--- src/rtl/seq_mult_param.sv ---
// Iterative shift-add multiplier: WIDTH-bit operands, radix-2 or radix-4 steps, signed/unsigned at runtime.
// Optional early termination when the remaining multiplier is zero: define MULT_EARLY_TERM_EN.
module seq_mult_param #(
  parameter int WIDTH      = 32,
  parameter int RADIX_BITS = 1
) (
  input  logic                 clk,
  input  logic                 rst,
  input  logic                 start,
  input  logic                 is_signed,
  input  logic [WIDTH-1:0]     a,
  input  logic [WIDTH-1:0]     b,
  output logic                 busy,
  output logic                 done,
  output logic [2*WIDTH-1:0]   product
);
  localparam int PW = 2 * WIDTH;
  localparam int N  = WIDTH / RADIX_BITS;
  localparam int CW = $clog2(N + 1);

  typedef enum logic [1:0] {
    IDLE = 2'd0,
    CALC = 2'd1,
    FIX  = 2'd2,
    DONE = 2'd3
  } stateT;

  stateT            stateR;
  logic [PW-1:0]    mcandR;
  logic [PW-1:0]    mcand3R;
  logic [PW-1:0]    accR;
  logic [WIDTH-1:0] mplrR;
  logic [CW-1:0]    cntR;
  logic             negR;

  logic [PW-1:0]    addendS;
  logic [PW-1:0]    mcandNextS;
  logic [WIDTH-1:0] mplrNextS;
  logic [WIDTH-1:0] magAS;
  logic [WIDTH-1:0] magBS;
  logic             calcLastS;
  logic             acceptS;

  // -2^(WIDTH-1) maps to 2^(WIDTH-1), which still fits as an unsigned WIDTH-bit value.
  function automatic logic [WIDTH-1:0] magnitude(input logic [WIDTH-1:0] v, input logic sgn);
    if (sgn && v[WIDTH-1]) begin
      return ~v + WIDTH'(1);
    end else begin
      return v;
    end
  endfunction

  // Operand magnitudes, digit selection and next-step values.
  always_comb begin
    magAS      = magnitude(a, is_signed);
    magBS      = magnitude(b, is_signed);
    mcandNextS = mcandR << RADIX_BITS;
    mplrNextS  = mplrR >> RADIX_BITS;
    acceptS    = start && ((stateR == IDLE) || (stateR == DONE));
    addendS    = '0;
    if (RADIX_BITS == 2) begin
      case (mplrR[1:0])
        2'd0:    addendS = '0;
        2'd1:    addendS = mcandR;
        2'd2:    addendS = mcandR << 1;
        2'd3:    addendS = mcand3R;
        default: addendS = '0;
      endcase
    end else begin
      addendS = mplrR[0] ? mcandR : '0;
    end
`ifdef MULT_EARLY_TERM_EN
    calcLastS = (cntR == CW'(0)) || (mplrNextS == '0);
`else
    calcLastS = (cntR == CW'(0));
`endif
  end

  // Control FSM and datapath registers; outputs are registered here.
  always_ff @(posedge clk) begin
    if (rst) begin
      stateR  <= IDLE;
      busy    <= 1'b0;
      done    <= 1'b0;
      product <= '0;
      mcandR  <= '0;
      mcand3R <= '0;
      accR    <= '0;
      mplrR   <= '0;
      cntR    <= '0;
      negR    <= 1'b0;
    end else if (acceptS) begin
      stateR  <= CALC;
      busy    <= 1'b1;
      done    <= 1'b0;
      mcandR  <= PW'(magAS);
      mcand3R <= PW'(magAS) + (PW'(magAS) << 1);
      accR    <= '0;
      mplrR   <= magBS;
      cntR    <= CW'(N - 1);
      negR    <= is_signed & (a[WIDTH-1] ^ b[WIDTH-1]);
    end else begin
      case (stateR)
        IDLE: begin
          busy <= 1'b0;
          done <= 1'b0;
        end
        CALC: begin
          accR    <= accR + addendS;
          mcandR  <= mcandNextS;
          // 3*mcand kept alongside mcand so radix-4 digit 3 needs only an adder.
          mcand3R <= mcandNextS + (mcandNextS << 1);
          mplrR   <= mplrNextS;
          cntR    <= cntR - CW'(1);
          stateR  <= calcLastS ? FIX : CALC;
        end
        FIX: begin
          product <= negR ? (~accR + PW'(1)) : accR;
          stateR  <= DONE;
          busy    <= 1'b0;
          done    <= 1'b1;
        end
        DONE: begin
          done   <= 1'b0;
          stateR <= IDLE;
        end
        default: begin
          stateR <= IDLE;
          busy   <= 1'b0;
          done   <= 1'b0;
        end
      endcase
    end
  end

  seq_mult_param_chk chk (
    .clk  (clk),
    .rst  (rst),
    .busy (busy),
    .done (done)
  );
endmodule

// Handshake properties of the multiplier outputs.
module seq_mult_param_chk (
  input logic clk,
  input logic rst,
  input logic busy,
  input logic done
);
  doneNotBusy: assert property (@(posedge clk) disable iff (rst) done |-> !busy);
  donePulse:   assert property (@(posedge clk) disable iff (rst) done |=> !done);
endmodule

--- config.mk ---
export PLATFORM = sky130hd
export DESIGN_NAME = seq_mult_param
export DESIGN_NICKNAME = d
export VERILOG_FILES = /design/src/rtl/seq_mult_param.sv
export SDC_FILE = /design/constraint.sdc
export NUM_CORES = 1
export LEC_CHECK = 0
export CAP_MARGIN = 20
export CORE_MARGIN = 2
export CORE_UTILIZATION = 23
export CTS_CLUSTER_DIAMETER = 60
export DETAILED_ROUTE_END_ITERATION = 12
export PLACE_DENSITY = 0.44
export SYNTH_ARGS = -nofsm -noshare
export SYNTH_HDL_FRONTEND = slang
export SYNTH_HIERARCHICAL = 1
export SYNTH_SLANG_ARGS = --single-unit
export TNS_END_PERCENT = 5
--- constraint.sdc ---
create_clock -name clk -period 3.3 [get_ports clk]
set_input_delay 0.66 -clock clk [delete_from_list [all_inputs] [get_ports clk]]
set_output_delay 0.66 -clock clk [all_outputs]
set_load 0.1 [all_outputs]
==> results_tabular.tex, run 1 <==
\begin{tabular}{lr}
\hline
Metric & Value \\
\hline
\multicolumn{2}{l}{\textbf{Finish}} \\
\quad Post-route cell area & 0.0215 mm² \\
\quad Ratio of cells with drive above 1 in the final layout & 24.9\% \\
\quad Final net count & 2401 \\
\quad Area Overhead vs Synth & 40.9\% \\
\quad Final Non-Filler Cells & 3152 \\
\quad Utilization after layout & 32.7\% \\
\multicolumn{2}{l}{\textbf{Drt}} \\
\quad Pre-Repair DR Iteration Count & 5 \\
\quad Wire length after detailed routing & 50100 µm \\
\quad Average wire length per cell after detail routing & 15.9 µm \\
\quad Metal3 WL & 1870 µm \\
\quad Routed met2 length & 22200 µm \\
\quad M1 wire length & 25000 µm \\
\quad Overall via count from detail\_route & 14500 \\
\quad Top sig layer & met4 \\
\quad Antenna-violating nets left & 0 \\
\quad DR DRC count & 0 \\
\quad Drt via density & 4.61 \\
\quad Number of design-rule violations left by the first detailed-router iteration & 617 \\
\multicolumn{2}{l}{\textbf{Critical path}} \\
\quad Crit start category & flop \\
\quad Master of the slowest instance on the critical path & sky130\_fd\_sc\_hd\_\_a221o\_1 \\
\quad Buffer and inverter count on the worst path & 4 \\
\quad Setup slack on the worst flop-to-flop path & -0.03 ns \\
\quad Critical Path Fanout Max & 14 \\
\quad Type of destination of the critical path & flop \\
\quad Depth of the worst register-to-register path & 16 \\
\quad Kind of cell adding the most delay to the critical path & compound AO/OA/AOI/OAI gates \\
\quad Arrival time of data at the critical path endpoint & 3.80 ns \\
\quad CP dominant cell by count & sky130\_fd\_sc\_hd\_\_a21o\_1 \\
\quad Terminus of the critical flop-to-flop path & accR[56]\$\_SDFFE\_PP0P\_ \\
\quad Required time worst endpoint & 3.77 ns \\
\quad Cell chain of the critical path & buf\_12 > buf\_12 > and2\_1 > ha\_1 > a21o\_1 > a21o\_1 > buf\_4 > a221o\_1 > a21o\_1 > o2111ai\_4 > a21oi\_4 > o31ai\_1 > buf\_4 > and3\_1 > o21ai\_0 > a21oi\_1 \\
\quad Crit path kind & flop to flop \\
\quad Start of the worst register-to-register path & mplrR[0]\$\_SDFFE\_PP0P\_ \\
\quad Slowest stage delay, CP & 0.37 ns \\
\multicolumn{2}{l}{\textbf{Outcome}} \\
\quad Violations in the final reports & setup timing \\
\quad Run status & finished, violations left \\
\multicolumn{2}{l}{\textbf{Hold path}} \\
\quad Cell depth of the worst min-delay path & 2 \\
\quad Worst-case hold path end point & product[35]\$\_SDFFE\_PP0P\_ \\
\quad Path type of the worst min-delay path & flop to flop \\
\quad Hold path startpoint & product[35]\$\_SDFFE\_PP0P\_ \\
\multicolumn{2}{l}{\textbf{Logic synthesis}} \\
\quad Arithmetic-cell share of the synthesized area counting full adders, half adders and majority gates & 6.12\% \\
\quad Fraction of the mapped netlist area in compound gates & 21.3\% \\
\quad Xor/xnor share of the synthesized area & 10.3\% \\
\quad Fraction of synthesized area in multiplexers & 8.92\% \\
\quad FF+latch count, synth & 235 \\
\quad Number of flops mapped to enable cells by yosys & 0 \\
\quad Sequential cell area fraction in the yosys report & 30.8\% \\
\quad Combinational family with the most area after synthesis & compound AO/OA/AOI/OAI gates \\
\quad Yosys Warn Count & 6 \\
\quad Cell area after technology mapping & 0.0153 mm² \\
\quad Nets in the synthesized netlist & 2010 \\
\quad Mean Syn Cell Area & 8.17 µm² \\
\quad Share of synthesized cell area in and, or, nand and nor gates & 18.9\% \\
\quad Asr flop ratio synth & 0\% \\
\quad Synth Instances & 1868 \\
\quad Top\_reg\_cell synth & sky130\_fd\_sc\_hd\_\_dfxtp\_1 \\
\quad Number of library cell types mapped by synthesis & 62 \\
\multicolumn{2}{l}{\textbf{Timing}} \\
\quad Minimum period implied by the final worst setup slack & 3.33 ns \\
\quad Worst hold slack after final layout & 0.481 ns \\
\quad Max Transition Viols Final & 0 \\
\quad Slew Limit Headroom & 37.9\% \\
\quad Tcrit/Tclk final & 101\% \\
\quad Slew at the pin with the worst max-slew slack & 0.932 ns \\
\quad Setup clock skew after layout & 0.0282 ns \\
\quad Maximum clock frequency & 300 MHz \\
\quad Total negative slack & -0.0347 ns \\
\quad Worst Setup Slack, final & -0.0347 ns \\
\quad Setup repair after global routing missed its margin & yes \\
\quad Final number of hold-violating endpoints & 0 \\
\quad Total setup violations reported at the end of the flow & 1 \\
\multicolumn{2}{l}{\textbf{Clock tree}} \\
\quad CTS hold repair buffers & 0 \\
\quad Clock sinks & 235 \\
\quad Clock buffer count from CTS & 38 \\
\quad Max Buffers Root-to-Sink & 3 \\
\quad Root buffer selected by CTS & sky130\_fd\_sc\_hd\_\_clkbuf\_16 \\
\quad Reg clk slew, reported paths & 0.06 ns \\
\quad Clock tree from TritonCTS & done \\
\quad H-Tree Level Count & 2 \\
\quad Source-to-sink clock delay at the later pin of the worst-skew pair & 0.56 ns \\
\multicolumn{2}{l}{\textbf{Placement}} \\
\quad Port Buf Inserts & 133 \\
\quad Cell area reported after detailed placement & 0.0196 mm² \\
\quad Post-Place Cells & 3073 \\
\quad Placer Congestion & 0.866 \\
\quad Half-perimeter wire length of the detailed placement result & 38600 µm \\
\multicolumn{2}{l}{\textbf{Floorplanning}} \\
\quad Count of pins on the block boundary & 134 \\
\quad Die Width & 262 µm \\
\quad Vertical extent of the die & 262 µm \\
\quad Area enclosed by the die boundary & 0.0684 mm² \\
\quad Core Rows & 94 \\
\quad Initial core utilization & 23.2\% \\
\quad Core ar. & 0.0657 mm² \\
\multicolumn{2}{l}{\textbf{Pwr}} \\
\quad Total power per unit cell area & 507 mW/mm² \\
\quad Cell leakage power & 8.96 nW \\
\quad Peak ir drop on the vdd network & 237 µV \\
\multicolumn{2}{l}{\textbf{Global route}} \\
\quad Wire length of the first global-routing pass & 78800 µm \\
\quad Residual overflow from global routing & 0 \\
\quad Number of global-route vias before repair & 14500 \\
\quad Antenna violations before repair & 3 \\
\quad Pin count of the biggest net entering global routing & 116 \\
\quad GR Util All Layers & 14.4\% \\
\multicolumn{2}{l}{\textbf{Flow run}} \\
\quad Max cap viols & 0 \\
\hline
\end{tabular}
layer usage:
metal,vias up,GRT usage (%)
met5,-,0
met3,62,2.54
met1,6756,19.9
met2,218,23.1
met4,0,3.68
li1,7502,-
stage by stage:
| step | worst slack [ns] | total power [mW] |
|---|---|---|
| after floorplan | 0.0448 | 5.58 |
| after global placement | -0.600 | 6.77 |
| after detailed placement | -0.581 | 6.80 |
| after CTS | -0.102 | 11.0 |
| after global routing | -0.206 | 11.5 |
| final | -0.0347 | 10.9 |
logic make-up (layout without fill, tap and decap cells):
logic type	after synthesis	after routing
and+or+nand+nor	607	607
adders and majority gates	74	74
buffers and inverters	149	568
muxes	136	136
AOI/OAI and AO/OA	488	488
DFF	235	235
other	0	1
xor gates and xnor gates	179	179
timing repair:
item / CTS / global route
setup buffers: 0 / 11
cloned: 0 / 0
resized for setup: 56 / 56
pin swaps: 10 / 29
setup endpoints to repair: 46 / 51
sequential cells by signal, summed over array words and instances (netlist names):
signal and flops:
mcandR 64, stateR 2, product 64, busy 1, mplrR 32, cntR 6, accR 64, negR 1
done 1
placed cells by master (no fill, tap or decap), types with 7 or more instances in the layout:
| master | Yosys | layout |
|---|---|---|
| sky130_fd_sc_hd__clkdlybuf4s50_1 | 0 | 66 |
| sky130_fd_sc_hd__nor2_1 | 276 | 276 |
| sky130_fd_sc_hd__nand4_1 | 17 | 17 |
| sky130_fd_sc_hd__o21ai_1 | 0 | 15 |
| sky130_fd_sc_hd__o31ai_2 | 0 | 8 |
| sky130_fd_sc_hd__buf_12 | 0 | 7 |
| sky130_fd_sc_hd__ha_1 | 73 | 60 |
| sky130_fd_sc_hd__a21oi_1 | 111 | 101 |
| sky130_fd_sc_hd__and3_1 | 8 | 7 |
| sky130_fd_sc_hd__nor3_1 | 30 | 28 |
| sky130_fd_sc_hd__a211oi_1 | 133 | 127 |
| sky130_fd_sc_hd__o21bai_1 | 14 | 12 |
| sky130_fd_sc_hd__nor2b_1 | 9 | 9 |
| sky130_fd_sc_hd__or4_1 | 14 | 12 |
| sky130_fd_sc_hd__xnor2_1 | 70 | 70 |
| sky130_fd_sc_hd__nand3_1 | 20 | 19 |
| sky130_fd_sc_hd__mux2i_1 | 136 | 136 |
| sky130_fd_sc_hd__buf_4 | 0 | 396 |
| sky130_fd_sc_hd__clkbuf_16 | 0 | 39 |
| sky130_fd_sc_hd__o21ai_0 | 82 | 62 |
| sky130_fd_sc_hd__a21oi_2 | 0 | 9 |
| sky130_fd_sc_hd__o31ai_1 | 31 | 23 |
| sky130_fd_sc_hd__nand2_1 | 102 | 99 |
| sky130_fd_sc_hd__a211oi_2 | 1 | 7 |
| sky130_fd_sc_hd__o41ai_1 | 16 | 14 |
| sky130_fd_sc_hd__nor4_1 | 10 | 9 |
| sky130_fd_sc_hd__o211ai_1 | 7 | 7 |
| sky130_fd_sc_hd__ha_4 | 0 | 13 |
| sky130_fd_sc_hd__or3_1 | 14 | 12 |
| sky130_fd_sc_hd__nand2b_1 | 9 | 7 |
| sky130_fd_sc_hd__xor2_1 | 109 | 109 |
| sky130_fd_sc_hd__dfxtp_1 | 235 | 232 |
| sky130_fd_sc_hd__and2_1 | 71 | 66 |
| sky130_fd_sc_hd__o22ai_1 | 12 | 12 |
| sky130_fd_sc_hd__a21o_1 | 38 | 38 |
| sky130_fd_sc_hd__inv_1 | 30 | 30 |
| sky130_fd_sc_hd__a31oi_1 | 12 | 11 |
area by class of cell:
cell class | instances | area (µm²)
inverter | 30 | 113
tap | 864 | 1080
multi-input combinational | 1484 | 10500
sequential | 235 | 4710
fill | 6847 | 44200
antenna | 1 | 2.50
clock buffer | 48 | 1060
timing repair buffer | 470 | 3780
clock inverter | 20 | 219
how the worst max path moves through the flow:
stage                                     start                      to  slack [ns]  cells past startpoint
after detailed placement                   b[8]  mplrR[27]$_SDFFE_PP0P_       -0.58                     13
final                     mplrR[0]$_SDFFE_PP0P_   accR[56]$_SDFFE_PP0P_       -0.03                     16
after floorplan           mplrR[0]$_SDFFE_PP0P_   accR[58]$_SDFFE_PP0P_        0.04                     15
after global routing      mplrR[0]$_SDFFE_PP0P_   accR[63]$_SDFFE_PP0P_       -0.21                     16
after CTS                 mplrR[0]$_SDFFE_PP0P_   accR[63]$_SDFFE_PP0P_       -0.10                     16
after global placement                     b[8]  mplrR[29]$_SDFFE_PP0P_       -0.60                     12
cells in the mapped netlist, types with 38 or more instances:
cell type,instances,share of area (%)
sky130_fd_sc_hd__nand2_1,102,2.5
sky130_fd_sc_hd__xor2_1,109,6.3
sky130_fd_sc_hd__a211oi_1,133,6.5
sky130_fd_sc_hd__and2_1,71,2.9
sky130_fd_sc_hd__a21o_1,38,1.9
sky130_fd_sc_hd__clkbuf_1,105,2.6
sky130_fd_sc_hd__o21ai_0,82,2.7
sky130_fd_sc_hd__ha_1,73,6.0
sky130_fd_sc_hd__nor2_1,276,6.8
sky130_fd_sc_hd__mux2i_1,136,8.9
sky130_fd_sc_hd__xnor2_1,70,4.0
sky130_fd_sc_hd__a21oi_1,111,3.6
sky130_fd_sc_hd__dfxtp_1,235,31
tightest hold or removal path, stage by stage (launching register included):
cell and delay [ns]:
sky130_fd_sc_hd__dfxtp_1 0.30, sky130_fd_sc_hd__nor2_1 0.08, sky130_fd_sc_hd__a211oi_1 0.05
report_power, final:
group	internal (mW)	switching [mW]	total, mW
sequential	3.12	0.204	3.33
combinational	1.37	2.14	3.50
clock	2.53	1.54	4.07
total	7.02	3.88	10.9
No activity file was read; power rests on OpenSTA's default activity.
==> run 2: changes to the inputs <==
--- a/config.mk
+++ b/config.mk
@@ -6,7 +6,6 @@
 export NUM_CORES = 1
 export LEC_CHECK = 0
 export CAP_MARGIN = 20
-export CORE_MARGIN = 2
 export CORE_UTILIZATION = 23
 export CTS_CLUSTER_DIAMETER = 60
 export DETAILED_ROUTE_END_ITERATION = 12
==> results_tabular.tex, run 2 (synthesis results as in run 1) <==
\begin{tabular}{lr}
\hline
Metric & Value \\
\hline
\multicolumn{2}{l}{\textbf{Outcome}} \\
\quad Run status & finished, violations left \\
\quad Violations in the final reports & setup timing \\
\multicolumn{2}{l}{\textbf{Placement}} \\
\quad Port Buf Inserts & 133 \\
\quad Half-perimeter wire length of the detailed placement result & 38500 µm \\
\quad Post-Place Cells & 3069 \\
\quad Pre-CTS setup slack & -0.544 ns \\
\quad Placer Congestion & 0.863 \\
\multicolumn{2}{l}{\textbf{Finish}} \\
\quad Most frequent standard cell in the layout excluding fill and tap cells & sky130\_fd\_sc\_hd\_\_buf\_4 \\
\quad Antenna fix cells & 0 \\
\quad Final Non-Filler Cells & 3139 \\
\quad Final net count & 2390 \\
\quad FILL cells & 6901 \\
\quad Ratio of cells with drive above 1 in the final layout & 24.9\% \\
\quad Area Overhead vs Synth & 40.6\% \\
\quad Area of the multi-input gates & 0.0106 mm² \\
\quad Largest registers & accR (64), mcandR (64), product (64) \\
\quad Commonest non-fill, non-tap cells in the layout & sky130\_fd\_sc\_hd\_\_buf\_4 (386), sky130\_fd\_sc\_hd\_\_nor2\_1 (273), sky130\_fd\_sc\_hd\_\_dfxtp\_1 (233) \\
\quad FF/Latch Area & 0.00471 mm² \\
\multicolumn{2}{l}{\textbf{Pwr}} \\
\quad Peak ir drop on the vdd network & 377 µV \\
\quad Total power & 10.7 mW \\
\quad Cell leakage power & 8.92 nW \\
\quad Total power per unit cell area & 497 mW/mm² \\
\multicolumn{2}{l}{\textbf{Timing}} \\
\quad Total negative slack & -0.0116 ns \\
\quad Max Transition Viols Final & 0 \\
\quad Total setup violations reported at the end of the flow & 1 \\
\quad Worst Setup Slack, final & -0.0116 ns \\
\quad Final number of hold-violating endpoints & 0 \\
\quad Maximum clock frequency & 302 MHz \\
\quad Slew at the pin with the worst max-slew slack & 0.803 ns \\
\quad Slew Limit Headroom & 46.5\% \\
\quad Setup repair after global routing missed its margin & yes \\
\quad Tcrit/Tclk final & 100\% \\
\quad Setup clock skew after layout & 0.0188 ns \\
\quad Minimum period implied by the final worst setup slack & 3.31 ns \\
\multicolumn{2}{l}{\textbf{Drt}} \\
\quad Drt via density & 4.64 \\
\quad Average wire length per cell after detail routing & 16.1 µm \\
\quad Number of design-rule violations left by the first detailed-router iteration & 630 \\
\quad Wire length after detailed routing & 50500 µm \\
\quad DR DRC count & 0 \\
\quad Overall via count from detail\_route & 14600 \\
\quad Pre-Repair DR Iteration Count & 5 \\
\quad Antenna-violating nets left & 0 \\
\multicolumn{2}{l}{\textbf{Clock tree}} \\
\quad Root buffer selected by CTS & sky130\_fd\_sc\_hd\_\_clkbuf\_16 \\
\quad H-Tree Level Count & 2 \\
\quad Max Buffers Root-to-Sink & 3 \\
\quad Clock tree from TritonCTS & done \\
\quad Source-to-sink clock delay at the later pin of the worst-skew pair & 0.55 ns \\
\quad Clock buffer count from CTS & 36 \\
\quad Clock sinks & 235 \\
\quad Reg clk slew, reported paths & 0.06 ns \\
\multicolumn{2}{l}{\textbf{Flow run}} \\
\quad Max cap viols & 0 \\
\multicolumn{2}{l}{\textbf{Hold path}} \\
\quad Path type of the worst min-delay path & flop to flop \\
\multicolumn{2}{l}{\textbf{Critical path}} \\
\quad Arrival time of data at the critical path endpoint & 3.80 ns \\
\quad Slowest stage delay, CP & 0.40 ns \\
\quad Required time worst endpoint & 3.78 ns \\
\quad Master of the slowest instance on the critical path & sky130\_fd\_sc\_hd\_\_dfxtp\_4 \\
\quad CP dominant cell by count & sky130\_fd\_sc\_hd\_\_buf\_4 \\
\quad Cell chain of the critical path & bufbuf\_16 > and2\_4 > ha\_4 > nor3\_1 > o21ai\_1 > o311ai\_2 > buf\_4 > a211oi\_4 > buf\_4 > o211ai\_1 > buf\_4 > nand3\_4 > nand4b\_1 > and4\_1 > or4\_1 > a21oi\_1 \\
\quad Critical Path Fanout Max & 14 \\
\quad Type of destination of the critical path & flop \\
\quad Setup slack on the worst flop-to-flop path & -0.01 ns \\
\quad Crit path kind & flop to flop \\
\quad Crit start category & flop \\
\multicolumn{2}{l}{\textbf{Floorplanning}} \\
\quad Count of pins on the block boundary & 134 \\
\quad Core Rows & 94 \\
\quad Core ar. & 0.0657 mm² \\
\quad Initial core utilization & 23.2\% \\
\quad Die Width & 260 µm \\
\quad Vertical extent of the die & 260 µm \\
\quad Area enclosed by the die boundary & 0.0674 mm² \\
\multicolumn{2}{l}{\textbf{Global route}} \\
\quad Antenna violations before repair & 3 \\
\quad Wire length of the first global-routing pass & 79700 µm \\
\quad Residual overflow from global routing & 0 \\
\quad GR Util All Layers & 14.8\% \\
\quad Number of global-route vias before repair & 14400 \\
\quad Pin count of the biggest net entering global routing & 116 \\
\hline
\end{tabular}
## run 2: through the flow
| stage | instance area, µm² | hold slack, ns | utilization, % |
|---|---|---|---|
| 3_5_place_dp | 19600 | 0.477 | 29.8 |
| 3_3_place_gp | 19600 | 0.479 | 29.8 |
| 4_1_cts | 21100 | 0.485 | 32.0 |
| 5_1_grt | 21500 | 0.502 | 32.6 |
| 2_1_floorplan | 15300 | 0.460 | - |
| 6_report | 21500 | 0.482 | 32.6 |
## run 2: final cells by class
| cell class | count | share of cell area [%] |
|---|---|---|
| inverter | 30 | 0.525 |
| sequential | 235 | 22.0 |
| timing repair buffer | 461 | 17.5 |
| tap | 864 | 5.04 |
| clock buffer | 44 | 4.62 |
| clock inverter | 21 | 0.834 |
| multi-input combinational | 1484 | 49.6 |
## run 2: repair_timing
| item | in CTS | in global routing |
|---|---|---|
| setup endpoints to repair | 41 | 54 |
| setup buffers | 1 | 4 |
| resized for setup | 51 | 76 |
| gates cloned | 1 | 1 |
| pin swaps | 11 | 19 |
| hold endpoints to repair | 0 | 0 |
| hold buffers | 0 | 0 |
## run 2: per-layer routing
layer	share of wire, %	global-route usage [%]
met4	1.5	2.96
met1	50	20.5
met3	4.2	2.63
met2	45	23.7
met5	0	0
## run 2: worst paths after layout
path	start	to	depth (start not counted)
worst max-delay path	mplrR[0]$_SDFFE_PP0P_	accR[63]$_SDFFE_PP0P_	16
worst min-delay path	product[47]$_SDFFE_PP0P_	product[47]$_SDFFE_PP0P_	2
worst max register to register	mplrR[0]$_SDFFE_PP0P_	accR[63]$_SDFFE_PP0P_	16
worst min register to register	product[47]$_SDFFE_PP0P_	product[47]$_SDFFE_PP0P_	2
## run 2: power by group
| part | switching (mW) | leakage (nW) | internal (mW) |
|---|---|---|---|
| registers | 0.216 | 1.91 | 3.12 |
| logic | 2.16 | 6.44 | 1.38 |
| clock network | 1.52 | 0.568 | 2.25 |
| total | 3.90 | 8.92 | 6.75 |
## run 2: critical path, delay by kind of cell, from the launching register on
family | cells | cell delay [ns]
flops | 1 | 0.40
fa+ha+maj | 1 | 0.26
buf+inv | 4 | 0.79
simple gates | 6 | 0.99
compound gates | 5 | 0.79
